### src/rtl/dmem_access_ctrl_if.sv
// Bus bundle for dmem_access_ctrl: two requester ports, one response channel
// and the word-wide memory port.
//   slave  : the controller side (accepts requests, drives responses and memory strobes)
//   master : the environment side (requesters, response consumer, memory array)
interface dmem_access_ctrl_if #(
    parameter int unsigned AW = 6
);
    logic          req0_valid;
    logic          req0_ready;
    logic          req0_we;
    logic [1:0]    req0_size;
    logic          req0_unsigned;
    logic [31:0]   req0_addr;
    logic [31:0]   req0_wdata;

    logic          req1_valid;
    logic          req1_ready;
    logic          req1_we;
    logic [1:0]    req1_size;
    logic          req1_unsigned;
    logic [31:0]   req1_addr;
    logic [31:0]   req1_wdata;

    logic          rsp_valid;
    logic          rsp_ready;
    logic          rsp_id;
    logic [31:0]   rsp_rdata;
    logic          rsp_err;

    logic [AW-1:0] mem_addr;
    logic [31:0]   mem_wdata;
    logic          mem_read;
    logic          mem_write;
    logic [31:0]   mem_rdata;

    modport master (
        output req0_valid, req0_we, req0_size, req0_unsigned, req0_addr, req0_wdata,
        input  req0_ready,
        output req1_valid, req1_we, req1_size, req1_unsigned, req1_addr, req1_wdata,
        input  req1_ready,
        input  rsp_valid, rsp_id, rsp_rdata, rsp_err,
        output rsp_ready,
        input  mem_addr, mem_wdata, mem_read, mem_write,
        output mem_rdata
    );

    modport slave (
        input  req0_valid, req0_we, req0_size, req0_unsigned, req0_addr, req0_wdata,
        output req0_ready,
        input  req1_valid, req1_we, req1_size, req1_unsigned, req1_addr, req1_wdata,
        output req1_ready,
        output rsp_valid, rsp_id, rsp_rdata, rsp_err,
        input  rsp_ready,
        output mem_addr, mem_wdata, mem_read, mem_write,
        input  mem_rdata
    );
endinterface

### src/rtl/dmem_access_ctrl.sv
// Data-memory access sequencer/arbiter. Round-robin shares a big-endian,
// byte-addressed, word-wide memory between the pipeline (port 0) and the
// loader (port 1); byte/half stores use read-modify-write.
// Ports: clk, rst (synchronous, active high), bus (dmem_access_ctrl_if.slave):
//   req0_*/req1_* requests, rsp_* tagged response, mem_* memory port.
// Optional macro DMEM_ERR_EN: misaligned or out-of-range accesses fault
// (rsp_err) instead of being masked/wrapped.
module dmem_access_ctrl #(
    parameter int unsigned DEPTH_BYTES = 64,
    parameter int unsigned AW          = 6
) (
    input logic               clk,
    input logic               rst,
    dmem_access_ctrl_if.slave bus
);
    typedef enum logic [1:0] {IDLE, ACCESS, MERGE, RESP} state_t;

    state_t        state;
    logic          rr_ptr;      // port favoured when both request
    logic          id_q, we_q, uns_q, err_q;
    logic [1:0]    size_q, off_q;
    logic [15:0]   wdata_q;     // only the sub-word lanes are needed after accept

    logic          rsp_valid_q, rsp_id_q, rsp_err_q;
    logic [31:0]   rsp_rdata_q, mem_wdata_q;
    logic [AW-1:0] mem_addr_q;
    logic          mem_read_q, mem_write_q;

    logic          gnt, accept, sel_fault;
    logic          sel_we, sel_uns;
    logic [1:0]    sel_size;
    logic [31:0]   sel_addr, sel_wdata;

    // Big-endian lane k sits at bit 24-8k, i.e. shift = (3-k)*8.
    function automatic logic [31:0] extract(input logic [31:0] w, input logic [1:0] sz,
                                            input logic [1:0] off, input logic uns);
        logic [7:0]  b;
        logic [15:0] h;
        b = 8'(w >> {~off, 3'b000});
        h = off[1] ? w[15:0] : w[31:16];
        if (sz == 2'b00)      return uns ? {24'h0, b} : {{24{b[7]}}, b};
        else if (sz == 2'b01) return uns ? {16'h0, h} : {{16{h[15]}}, h};
        else                  return w;
    endfunction

    function automatic logic [31:0] merge(input logic [31:0] w, input logic [1:0] sz,
                                          input logic [1:0] off, input logic [15:0] wd);
        logic [4:0]  sh;
        logic [31:0] mask, data;
        if (sz == 2'b00) begin
            sh   = {~off, 3'b000};
            mask = 32'h0000_00FF << sh;
            data = {24'h0, wd[7:0]} << sh;
        end else begin
            sh   = off[1] ? 5'd0 : 5'd16;
            mask = 32'h0000_FFFF << sh;
            data = {16'h0, wd} << sh;
        end
        return (w & ~mask) | data;
    endfunction

    // Request selection: lone requester wins, otherwise the round-robin pointer.
    always_comb begin
        gnt       = (bus.req0_valid && bus.req1_valid) ? rr_ptr : bus.req1_valid;
        sel_we    = gnt ? bus.req1_we       : bus.req0_we;
        sel_size  = gnt ? bus.req1_size     : bus.req0_size;
        sel_uns   = gnt ? bus.req1_unsigned : bus.req0_unsigned;
        sel_addr  = gnt ? bus.req1_addr     : bus.req0_addr;
        sel_wdata = gnt ? bus.req1_wdata    : bus.req0_wdata;
    end

    assign accept         = !rst && (state == IDLE) && (bus.req0_valid || bus.req1_valid);
    assign bus.req0_ready = accept && !gnt;
    assign bus.req1_ready = accept && gnt;

`ifdef DMEM_ERR_EN
    // size 11 is treated as a word
    assign sel_fault   = ((sel_size == 2'b01) && sel_addr[0])
                       || (sel_size[1] && (sel_addr[1:0] != 2'b00))
                       || (sel_addr >= 32'(DEPTH_BYTES));
    assign bus.rsp_err = rsp_err_q;
`else
    // Without fault checking, high address bits wrap and low bits are masked.
    logic unused_err;
    assign unused_err  = ^{sel_addr[31:AW], rsp_err_q};
    assign sel_fault   = 1'b0;
    assign bus.rsp_err = 1'b0;
`endif

    // Sequencer; memory strobes are set up one state ahead so they are registered.
    always_ff @(posedge clk) begin
        if (rst) begin
            state       <= IDLE;
            rr_ptr      <= 1'b0;
            id_q        <= 1'b0;
            we_q        <= 1'b0;
            uns_q       <= 1'b0;
            err_q       <= 1'b0;
            size_q      <= 2'b00;
            off_q       <= 2'b00;
            wdata_q     <= 16'h0;
            rsp_valid_q <= 1'b0;
            rsp_id_q    <= 1'b0;
            rsp_err_q   <= 1'b0;
            rsp_rdata_q <= 32'h0;
            mem_addr_q  <= '0;
            mem_wdata_q <= 32'h0;
            mem_read_q  <= 1'b0;
            mem_write_q <= 1'b0;
        end else begin
            case (state)
                IDLE: if (accept) begin
                    rr_ptr      <= ~gnt;
                    id_q        <= gnt;
                    we_q        <= sel_we;
                    uns_q       <= sel_uns;
                    size_q      <= sel_size;
                    off_q       <= sel_addr[1:0];
                    wdata_q     <= sel_wdata[15:0];
                    err_q       <= sel_fault;
                    mem_addr_q  <= {sel_addr[AW-1:2], 2'b00};
                    mem_wdata_q <= sel_wdata;
                    mem_read_q  <= !sel_fault && !(sel_we && sel_size[1]);
                    mem_write_q <= !sel_fault && sel_we && sel_size[1];
                    state       <= ACCESS;
                end
                ACCESS: begin
                    mem_read_q  <= 1'b0;
                    mem_write_q <= 1'b0;
                    rsp_id_q    <= id_q;
                    rsp_err_q   <= err_q;
                    if (!err_q && we_q && !size_q[1]) begin
                        mem_wdata_q <= merge(bus.mem_rdata, size_q, off_q, wdata_q);
                        mem_write_q <= 1'b1;
                        state       <= MERGE;
                    end else begin
                        rsp_rdata_q <= (err_q || we_q) ? 32'h0
                                     : extract(bus.mem_rdata, size_q, off_q, uns_q);
                        rsp_valid_q <= 1'b1;
                        state       <= RESP;
                    end
                end
                MERGE: begin
                    mem_write_q <= 1'b0;
                    rsp_rdata_q <= 32'h0;
                    rsp_valid_q <= 1'b1;
                    state       <= RESP;
                end
                RESP: if (bus.rsp_ready) begin
                    rsp_valid_q <= 1'b0;
                    state       <= IDLE;
                end
                default: state <= IDLE;
            endcase
        end
    end

    assign bus.rsp_valid = rsp_valid_q;
    assign bus.rsp_id    = rsp_id_q;
    assign bus.rsp_rdata = rsp_rdata_q;
    assign bus.mem_addr  = mem_addr_q;
    assign bus.mem_wdata = mem_wdata_q;
    assign bus.mem_read  = mem_read_q;
    assign bus.mem_write = mem_write_q;
endmodule
### src/flat_wrapper.sv
// flat-port wrapper written by rule: the top's interface ports become plain ports
module dmem_access_ctrl_flat 
#(
    parameter int unsigned DEPTH_BYTES = 64,
    parameter int unsigned AW          = 6
)
  (clk, rst, bus_req0_valid, bus_req0_we, bus_req0_size, bus_req0_unsigned, bus_req0_addr, bus_req0_wdata, bus_req0_ready, bus_req1_valid, bus_req1_we, bus_req1_size, bus_req1_unsigned, bus_req1_addr, bus_req1_wdata, bus_req1_ready, bus_rsp_valid, bus_rsp_id, bus_rsp_rdata, bus_rsp_err, bus_rsp_ready, bus_mem_addr, bus_mem_wdata, bus_mem_read, bus_mem_write, bus_mem_rdata);
  dmem_access_ctrl_if #(.AW(AW)) bus_i ();
  input logic clk;
  input logic rst;
  input wire logic [$bits(bus_i.req0_valid)-1:0] bus_req0_valid;
  input wire logic [$bits(bus_i.req0_we)-1:0] bus_req0_we;
  input wire logic [$bits(bus_i.req0_size)-1:0] bus_req0_size;
  input wire logic [$bits(bus_i.req0_unsigned)-1:0] bus_req0_unsigned;
  input wire logic [$bits(bus_i.req0_addr)-1:0] bus_req0_addr;
  input wire logic [$bits(bus_i.req0_wdata)-1:0] bus_req0_wdata;
  output wire logic [$bits(bus_i.req0_ready)-1:0] bus_req0_ready;
  input wire logic [$bits(bus_i.req1_valid)-1:0] bus_req1_valid;
  input wire logic [$bits(bus_i.req1_we)-1:0] bus_req1_we;
  input wire logic [$bits(bus_i.req1_size)-1:0] bus_req1_size;
  input wire logic [$bits(bus_i.req1_unsigned)-1:0] bus_req1_unsigned;
  input wire logic [$bits(bus_i.req1_addr)-1:0] bus_req1_addr;
  input wire logic [$bits(bus_i.req1_wdata)-1:0] bus_req1_wdata;
  output wire logic [$bits(bus_i.req1_ready)-1:0] bus_req1_ready;
  output wire logic [$bits(bus_i.rsp_valid)-1:0] bus_rsp_valid;
  output wire logic [$bits(bus_i.rsp_id)-1:0] bus_rsp_id;
  output wire logic [$bits(bus_i.rsp_rdata)-1:0] bus_rsp_rdata;
  output wire logic [$bits(bus_i.rsp_err)-1:0] bus_rsp_err;
  input wire logic [$bits(bus_i.rsp_ready)-1:0] bus_rsp_ready;
  output wire logic [$bits(bus_i.mem_addr)-1:0] bus_mem_addr;
  output wire logic [$bits(bus_i.mem_wdata)-1:0] bus_mem_wdata;
  output wire logic [$bits(bus_i.mem_read)-1:0] bus_mem_read;
  output wire logic [$bits(bus_i.mem_write)-1:0] bus_mem_write;
  input wire logic [$bits(bus_i.mem_rdata)-1:0] bus_mem_rdata;
  assign bus_i.req0_valid = bus_req0_valid;
  assign bus_i.req0_we = bus_req0_we;
  assign bus_i.req0_size = bus_req0_size;
  assign bus_i.req0_unsigned = bus_req0_unsigned;
  assign bus_i.req0_addr = bus_req0_addr;
  assign bus_i.req0_wdata = bus_req0_wdata;
  assign bus_req0_ready = bus_i.req0_ready;
  assign bus_i.req1_valid = bus_req1_valid;
  assign bus_i.req1_we = bus_req1_we;
  assign bus_i.req1_size = bus_req1_size;
  assign bus_i.req1_unsigned = bus_req1_unsigned;
  assign bus_i.req1_addr = bus_req1_addr;
  assign bus_i.req1_wdata = bus_req1_wdata;
  assign bus_req1_ready = bus_i.req1_ready;
  assign bus_rsp_valid = bus_i.rsp_valid;
  assign bus_rsp_id = bus_i.rsp_id;
  assign bus_rsp_rdata = bus_i.rsp_rdata;
  assign bus_rsp_err = bus_i.rsp_err;
  assign bus_i.rsp_ready = bus_rsp_ready;
  assign bus_mem_addr = bus_i.mem_addr;
  assign bus_mem_wdata = bus_i.mem_wdata;
  assign bus_mem_read = bus_i.mem_read;
  assign bus_mem_write = bus_i.mem_write;
  assign bus_i.mem_rdata = bus_mem_rdata;
  dmem_access_ctrl #(.DEPTH_BYTES(DEPTH_BYTES), .AW(AW)) u_core (.clk(clk), .rst(rst), .bus(bus_i));
endmodule
### config.mk
export PLATFORM = sky130hd
export DESIGN_NAME = dmem_access_ctrl_flat
export DESIGN_NICKNAME = d
export VERILOG_FILES = /design/src/rtl/dmem_access_ctrl_if.sv /design/src/rtl/dmem_access_ctrl.sv /design/src/flat_wrapper.sv
export SDC_FILE = /design/constraint.sdc
export NUM_CORES = 1
export LEC_CHECK = 0
export CORE_MARGIN = 1.5
export CORE_UTILIZATION = 40
export DETAILED_ROUTE_END_ITERATION = 16
export GPL_ROUTABILITY_DRIVEN = 0
export HOLD_SLACK_MARGIN = 0.05
export PLACE_DENSITY = 0.85
export REMOVE_ABC_BUFFERS = 1
export SYNTH_ARGS = -nofsm -noshare
export SYNTH_HDL_FRONTEND = slang
export SYNTH_SLANG_ARGS = --single-unit
### constraint.sdc
create_clock -name clk -period 2.45 [get_ports clk]
set_input_delay 0.735 -clock clk [delete_from_list [all_inputs] [get_ports clk]]
set_output_delay 0.735 -clock clk [all_outputs]
set_load 0.01 [all_outputs]
==> impl_results.md, run 1 <==
- Status: finished clean
- Final Skew: 0.007307 ns
- Share of async-settable or async-resettable flops after synthesis: 0
- Die W: 118.2 um
- FF+latch count, synth: 98
- Slew Limit Fails: 0
- CP Class: in2out
- I/O Buffers: 194
- Layout cell share with drive strength beyond 1: 0.1609
- Dominant synthesized flop cell: dfxtp_1
- Vias in the first global route: 5,400
- Area grow syn2layout: 52.54%
- # DRC: 0
- Slew @ Worst Pin: 0.9716 ns
- Io pins: 250
- Setup TNS Final: 0 ns
- Worst hold margin: 0.4560 ns
- Worst-path clk slew: 0.06 ns
- Placed cells: 1,019
- Syn avg cell area: 8.287 um2
- Via count: 5,739
- Largest net degree at the start of global routing: 61
- Slew margin rel.: 0.3523
- Starting density of the core: 0.4152
- H-Tree Depth: 3
- Placed Area: 0.007759 mm2
- Clock Sink Count: 98
- Hold-fix buffers, CTS: 0
- Wire per inst: 17.51 um
- Post-route cell area: 0.008090 mm2
- Endpoint class of the critical path: output port
- FF+latch area: 0.001962 mm2
- Synth cell types: 50
- ANT nets after route: 0
- Setup crit start kind: input pin
- DPL Wire Length: 13,520 um
- Final Critical Period: 2.349 ns
- Worst hold-check path type: reg2reg
- Post-layout util: 0.6334
- CP arrival: 1.61 ns
- PwrDens: 1188 mW/mm2
- Final wirelength: 18,150 um
- Max VDD drop: 0.0004914 V
- Commonest non-fill, non-tap cell in the layout: clkdlybuf4s50_1
- Cell area after synthesis: 0.005304 mm2
- 1st-pass router iterations: 5
- Insertion delay to the later sink of the worst-skew pair: 0.35 ns
- Multi-input logic area: 0.002993 mm2
- Fin cells: 1,036
- Die Ht: 118.2 um
- CTS tree: yes
- Num CTS Buffers: 9
- Req. time, crit path: 1.71 ns
- Max-cap violations: 0
- RSZ-0062 raised after global routing: false
- Post-synth EDFFs: 0
- CTS max path bufs: 2
- Fill count: 1,025
- Achievable Freq: 425.8 MHz
- Final setup viols: 0
- Syn Inst Count: 640
- Grt ovf: 0
- Worst Path Max Fanout: 3
- Hold Vio Cnt, Final: 0
- Diodes inserted: 0
- Initial antenna violation count: 0
- Sequential share of the synthesized area: 0.3699
- Area of the core: 0.01277 mm2
- Drt initial violations: 451
- First-pass GRT wire length: 28,780 um
- Leakage: 3.067 nW
- Period utilization: 0.9586
- Root buffer cell: clkbuf_16
- All-Layer GR Usage: 0.2563
- Commonest non-fill, non-tap cells in the layout: clkdlybuf4s50_1, nand2_1, dfxtp_1
- Vias per cell: 5.540
- Nets@finish: 1,037
- Number of synthesis warnings: 0
- DIE AREA: 0.01396 mm2
- Num rows: 41
## metal layers
layer	up-vias	part of all wire	GRT usage
li1	2794	-	-
met4	0	0.031	0.1098
met1	2665	0.45	0.3535
met5	-	0	0
met2	240	0.46	0.4095
met3	40	0.057	0.02268
## cell families (layout without fill, tap and decap cells)
| logic type | Yosys count | in the layout | share of synthesized area |
|---|---|---|---|
| compound gates | 219 | 219 | 0.3055 |
| fa+ha+maj | 5 | 5 | 0.01180 |
| buf+inv | 85 | 307 | 0.07124 |
| flops | 98 | 98 | 0.3699 |
| mux | 26 | 26 | 0.06983 |
| other cells | 1 | 3 | 0.0007070 |
| simple gates | 206 | 206 | 0.1710 |
## Yosys cell counts (2+ instances only)
master      n  share of area
a211oi_1   16          0.023
a21oi_1    47          0.044
a221o_2    15          0.032
a221oi_1   18          0.030
a22o_1      8          0.013
a311o_1    24          0.045
a311oi_1   27          0.045
and2_1      3         0.0035
and3_1      8         0.0094
buf_1       5         0.0035
buf_2      19          0.018
buf_4       3         0.0042
buf_6       3         0.0064
clkbuf_1   30          0.021
dfxtp_1    98           0.37
ha_1        5          0.012
inv_1      22          0.016
mux2_2      8          0.017
mux2i_1    10          0.019
mux4_2      8          0.034
nand2_1   134          0.095
nand2b_1    2         0.0024
nand3_1     2         0.0019
nand3b_1    2         0.0028
nor2_1     37          0.026
nor2b_1     8         0.0094
nor3_1      4         0.0038
nor4b_4     2         0.0090
o211ai_1   10          0.014
o21ai_0    42          0.040
## path summary, 6_finish.rpt
check	start	to	slack, ns	cells after the start
max reg2reg	u_core.size_q[1]	u_core.bus.rsp_rdata[7]	0.23	5
min	u_core.bus.mem_wdata[22]	u_core.bus.mem_wdata[22]	0.46	2
min reg2reg	u_core.bus.mem_wdata[22]	u_core.bus.mem_wdata[22]	0.46	2
max	bus_req0_valid	bus_req0_ready	0.10	5
## cell type report
class,instances,share of cell area
Tap cell,172,0.02660
Clock buffer,11,0.03000
Clock inverter,5,0.009589
Sequential cell,98,0.2425
Timing Repair Buffer,267,0.3102
Inverter,24,0.01114
Multi-Input combinational cell,459,0.3699
## flip-flops by register name, summed over array words and instances (netlist names), 2 cells and up
| register | flops |
|---|---|
| u_core.bus.rsp_rdata | 32 |
| u_core.off_q | 2 |
| u_core.wdata_q | 16 |
| u_core.size_q | 2 |
| u_core.bus.mem_addr | 4 |
| u_core.state | 2 |
| u_core.bus.mem_wdata | 32 |
## where the power goes
| part | internal [mW] | leakage (nW) | switching, mW |
|---|---|---|---|
| clock network | 0.920 | 0.156 | 0.620 |
| registers | 2.32 | 0.805 | 0.578 |
| logic | 2.62 | 2.11 | 2.56 |
## per-stage QoR
step | total power [mW] | setup slack (ns)
CTS | 9.595 | 0.05987
global placement | 7.921 | -0.5091
finish | 9.609 | 0.1014
detailed placement | 8.032 | -0.5461
global route | 10.20 | 0.01249
floorplan | 5.434 | -0.9550
## worst max-delay path, cell delays in order
cell           delay [ns]
dlygate4sd2_1        0.25
nand2b_1             0.10
and2_1               0.18
nor3_1               0.19
buf_2                0.16
## what timing repair did
| action | in CTS | in global routing |
|---|---|---|
| resized for setup | 12 | 0 |
| cloned | 0 | 0 |
| pin swaps | 1 | 1 |
| buffers inserted | 0 | 1 |
| endpoints found under the setup margin | 2 | 13 |
No activity file was read; power rests on OpenSTA's default activity.
==> run 2, diff against run 1 <==
ABC_AREA = 1   (was unset)
PLACE_DENSITY = 0.82   (was 0.85)
==> impl_results.md, run 2 <==
- Via count: 6,799 (+18%)
- Sequential share of the synthesized area: 0.3343 (-0.03564)
- Max VDD drop: 0.0005269 V (+7.2%)
- Io pins: 250 (unchanged)
- H-Tree Depth: 3 (unchanged)
- CP Class: in2out
- Final setup viols: 0 (unchanged)
- Share of async-settable or async-resettable flops after synthesis: 0 (unchanged)
- Dominant synthesized flop cell: dfxtp_1
- Routed wl met2: 8713 um (+4.1%)
- Setup crit start kind: input pin
- Adder-Cell Fraction of Synth Area: 0.01066 (-0.001137)
- FF+latch count, synth: 98 (unchanged)
- Wl on met1: 8761 um (+7.3%)
- Final Skew: 0.008449 ns (+0.001142 ns)
- Synth Area in Compound Gates: 0.2029 (-0.1026)
- RSZ-0062 raised after global routing: false
- Met3 WL: 1534 um (+48%)
- Period utilization: 0.9074 (-0.05123)
- Vias per cell: 5.234 (-5.5%)
- Num CTS Buffers: 9 (unchanged)
- Cell area after synthesis: 0.005869 mm2 (+11%)
- WHS Path Cells: 2 (unchanged)
- Critical path origin: bus_req0_valid
- CTS max path bufs: 2 (unchanged)
- Hold Path End: u_core.bus.rsp_rdata[10]
- R2R cell count: 8 (+3)
- PwrDens: 1131 mW/mm2 (-4.7%)
- Nets@finish: 1,287 (+24%)
- Largest net degree at the start of global routing: 61 (unchanged)
- 1st-pass router iterations: 4 (-1)
- Mux cell area share after synthesis: 0 (-0.06983)
- CP arrival: 1.49 ns (-0.12 ns)
- CTS tree: yes
- Number of synthesis warnings: 0 (unchanged)
- Status: finished clean
- Post-Synth Simple-Gate Area: 0.3462 (+0.1752)
- Post-synth EDFFs: 0 (unchanged)
- Worst hold margin: 0.4646 ns (+0.008585 ns)
- Worst Path Max Fanout: 2 (-1)
- Hold Vio Cnt, Final: 0 (unchanged)
- Reg-to-reg setup timing slack: 0.52 ns (+0.29 ns)
- DPL Wire Length: 14,240 um (+5.3%)
- Worst r2r src: u_core.size_q[1]
- Synth cell types: 28 (-44%)
- Max-cap violations: 0 (unchanged)
- Slew margin rel.: 0.5506 (+0.1984)
- DIE AREA: 0.01541 mm2 (+10%)
- ANT nets after route: 0 (unchanged)
- Insertion delay to the later sink of the worst-skew pair: 0.35 ns (about the same)
- Hold wc startpoint: u_core.bus.rsp_rdata[10]
- Final Critical Period: 2.223 ns (-0.1255 ns)
- Endpoint class of the critical path: output port
- I/O Buffers: 194 (unchanged)
- Grt ovf: 0 (unchanged)
- Clock Sink Count: 98 (unchanged)
- Wire per inst: 15.04 um (-14%)
- Syn avg cell area: 6.237 um2 (-25%)
- Num rows: 44 (+7.3%)
- Worst-path clk slew: 0.06 ns (about the same)
- Final wirelength: 19,540 um (+7.7%)
- First-pass GRT wire length: 30,620 um (+6.4%)
- Layout cell share with drive strength beyond 1: 0.07002 (-0.09086)
- Vias in the first global route: 6,045 (+12%)
- Synth top area cells: dfxtp_1, nand2_1, nand3_1
- Post-synthesis xor/xnor area fraction: 0 (unchanged)
- Top routing layer used: met4
- Die W: 124.1 um (+5.1%)
- Commonest non-fill, non-tap cell in the layout: nand2_1
- Slew Limit Fails: 0 (unchanged)
- Root buffer cell: clkbuf_16
- Area grow syn2layout: 40.63%
- Setup ws final: 0.2269 ns (+0.1255 ns)
- Achievable Freq: 449.8 MHz (+5.6%)
- Worst hold-check path type: reg2reg
- Most frequent cell after synthesis: nand2_1
- Commonest cells post-synth: nand2_1, nand3_1, a21oi_1, dfxtp_1, o21ai_0
- Reg2Reg Capture Point: u_core.bus.rsp_rdata[9]
- Largest family of logic cells by synthesized area: simple AND/OR/NAND/NOR gates
- Setup repair bufs after CTS: 0 (unchanged)
- Drt initial violations: 508 (+13%)
- Req. time, crit path: 1.71 ns (about the same)
- # DRC: 0 (unchanged)
- Leakage: 3.358 nW (+9.5%)
- Starting density of the core: 0.4069 (-0.008300)
- Area of the core: 0.01442 mm2 (+13%)
- Top cell type's share of synthesized area: 0.3343 (-0.03564)
- All-Layer GR Usage: 0.2554 (-0.0008707)
- Pre-CTS setup slack: -0.4713 ns (+0.07482 ns)
- Syn Inst Count: 941 (+47%)
- Commonest non-fill, non-tap cells in the layout: nand2_1, clkdlybuf4s50_1, nand3_1
- Initial antenna violation count: 0 (unchanged)
- Area leader, netlist: dfxtp_1
- Slew @ Worst Pin: 0.6741 ns (-0.2976 ns)
- Die Ht: 124.1 um (+5.1%)
[run 2: cell count changes in the layout (fill, tap and decap cells not counted), sizes merged, moves of 46 or more]
cell,previous run,this run
o21ai,43,97
nand2,134,261
nor2,38,85
a21oi,47,112
nand3,2,130
buf,76,30
[run 2: how the worst max path moves through the flow]
stage | end | depth (start not counted) | slack (ns)
6_report | bus_req1_ready | 6 | 0.23
4_1_cts | bus_req1_ready | 6 | 0.22
3_3_place_gp | bus_req0_ready | 6 | -0.41
5_1_grt | bus_req1_ready | 6 | 0.14
3_5_place_dp | bus_req0_ready | 6 | -0.47
2_1_floorplan | bus_req1_ready | 3 | -0.14
[run 2: cell families (layout without fill, tap and decap cells)]
group | count (synthesis) | in the layout
other | 1 | 4
AND/OR/NAND/NOR | 477 | 477
flip-flops | 98 | 98
AO/OA/AOI/OAI | 227 | 227
adder cells (fa/ha/maj) | 5 | 5
buffers and inverters | 133 | 304
[run 2: critical path, stage by stage]
cell and delay, ns:
dlygate4sd2_1 0.24, buf_4 0.14, nand2_1 0.06, nand2_1 0.09
nor2_4 0.12, buf_6 0.11
[run 2: timing repair]
item / 4_1_cts / 5_1_grt
hold buffers: 0 / 0
resized for setup: 17 / 0
endpoints found under the hold margin: 0 / 0
setup endpoints to repair: 2 / 0
[run 2: power by group]
group | leakage [nW] | internal (mW) | total [mW] | switching (mW)
registers | 0.806 | 2.22 | 2.60 | 0.380
logic | 2.40 | 2.24 | 5.27 | 3.03
clock network | 0.147 | 0.848 | 1.46 | 0.614
[run 2: per-stage QoR]
stage	setup TNS [ns]	utilization	instance area [um2]	power (mW)	instances
after floorplan	-0.1927	-	5513	5.365	877
after global placement	-0.9828	0.5499	7931	7.757	1282
after detailed placement	-1.545	0.5499	7931	7.850	1282
after CTS	0	0.5721	8252	9.337	1298
after global routing	0	0.5721	8252	10.05	1298
final	0	0.5723	8254	9.339	1299
[run 2: final cells by class]
type / instances / area [um2]
diodes: 1 / 2.502
well taps: 184 / 230.2
multi-input cells: 712 / 3334
flip-flops and latches: 98 / 1963
clock buffers: 14 / 264.0
fillers: 1367 / 6170
clock inverters: 2 / 35.03
repair buffers: 221 / 2171
inverters: 67 / 254.0
[run 2: routing by layer]
metal / up-vias / global-route usage
li1: 3425 / -
met1: 3035 / 0.3470
met2: 304 / 0.3939
met3: 35 / 0.04808
met4: 0 / 0.1122
met5: - / 0
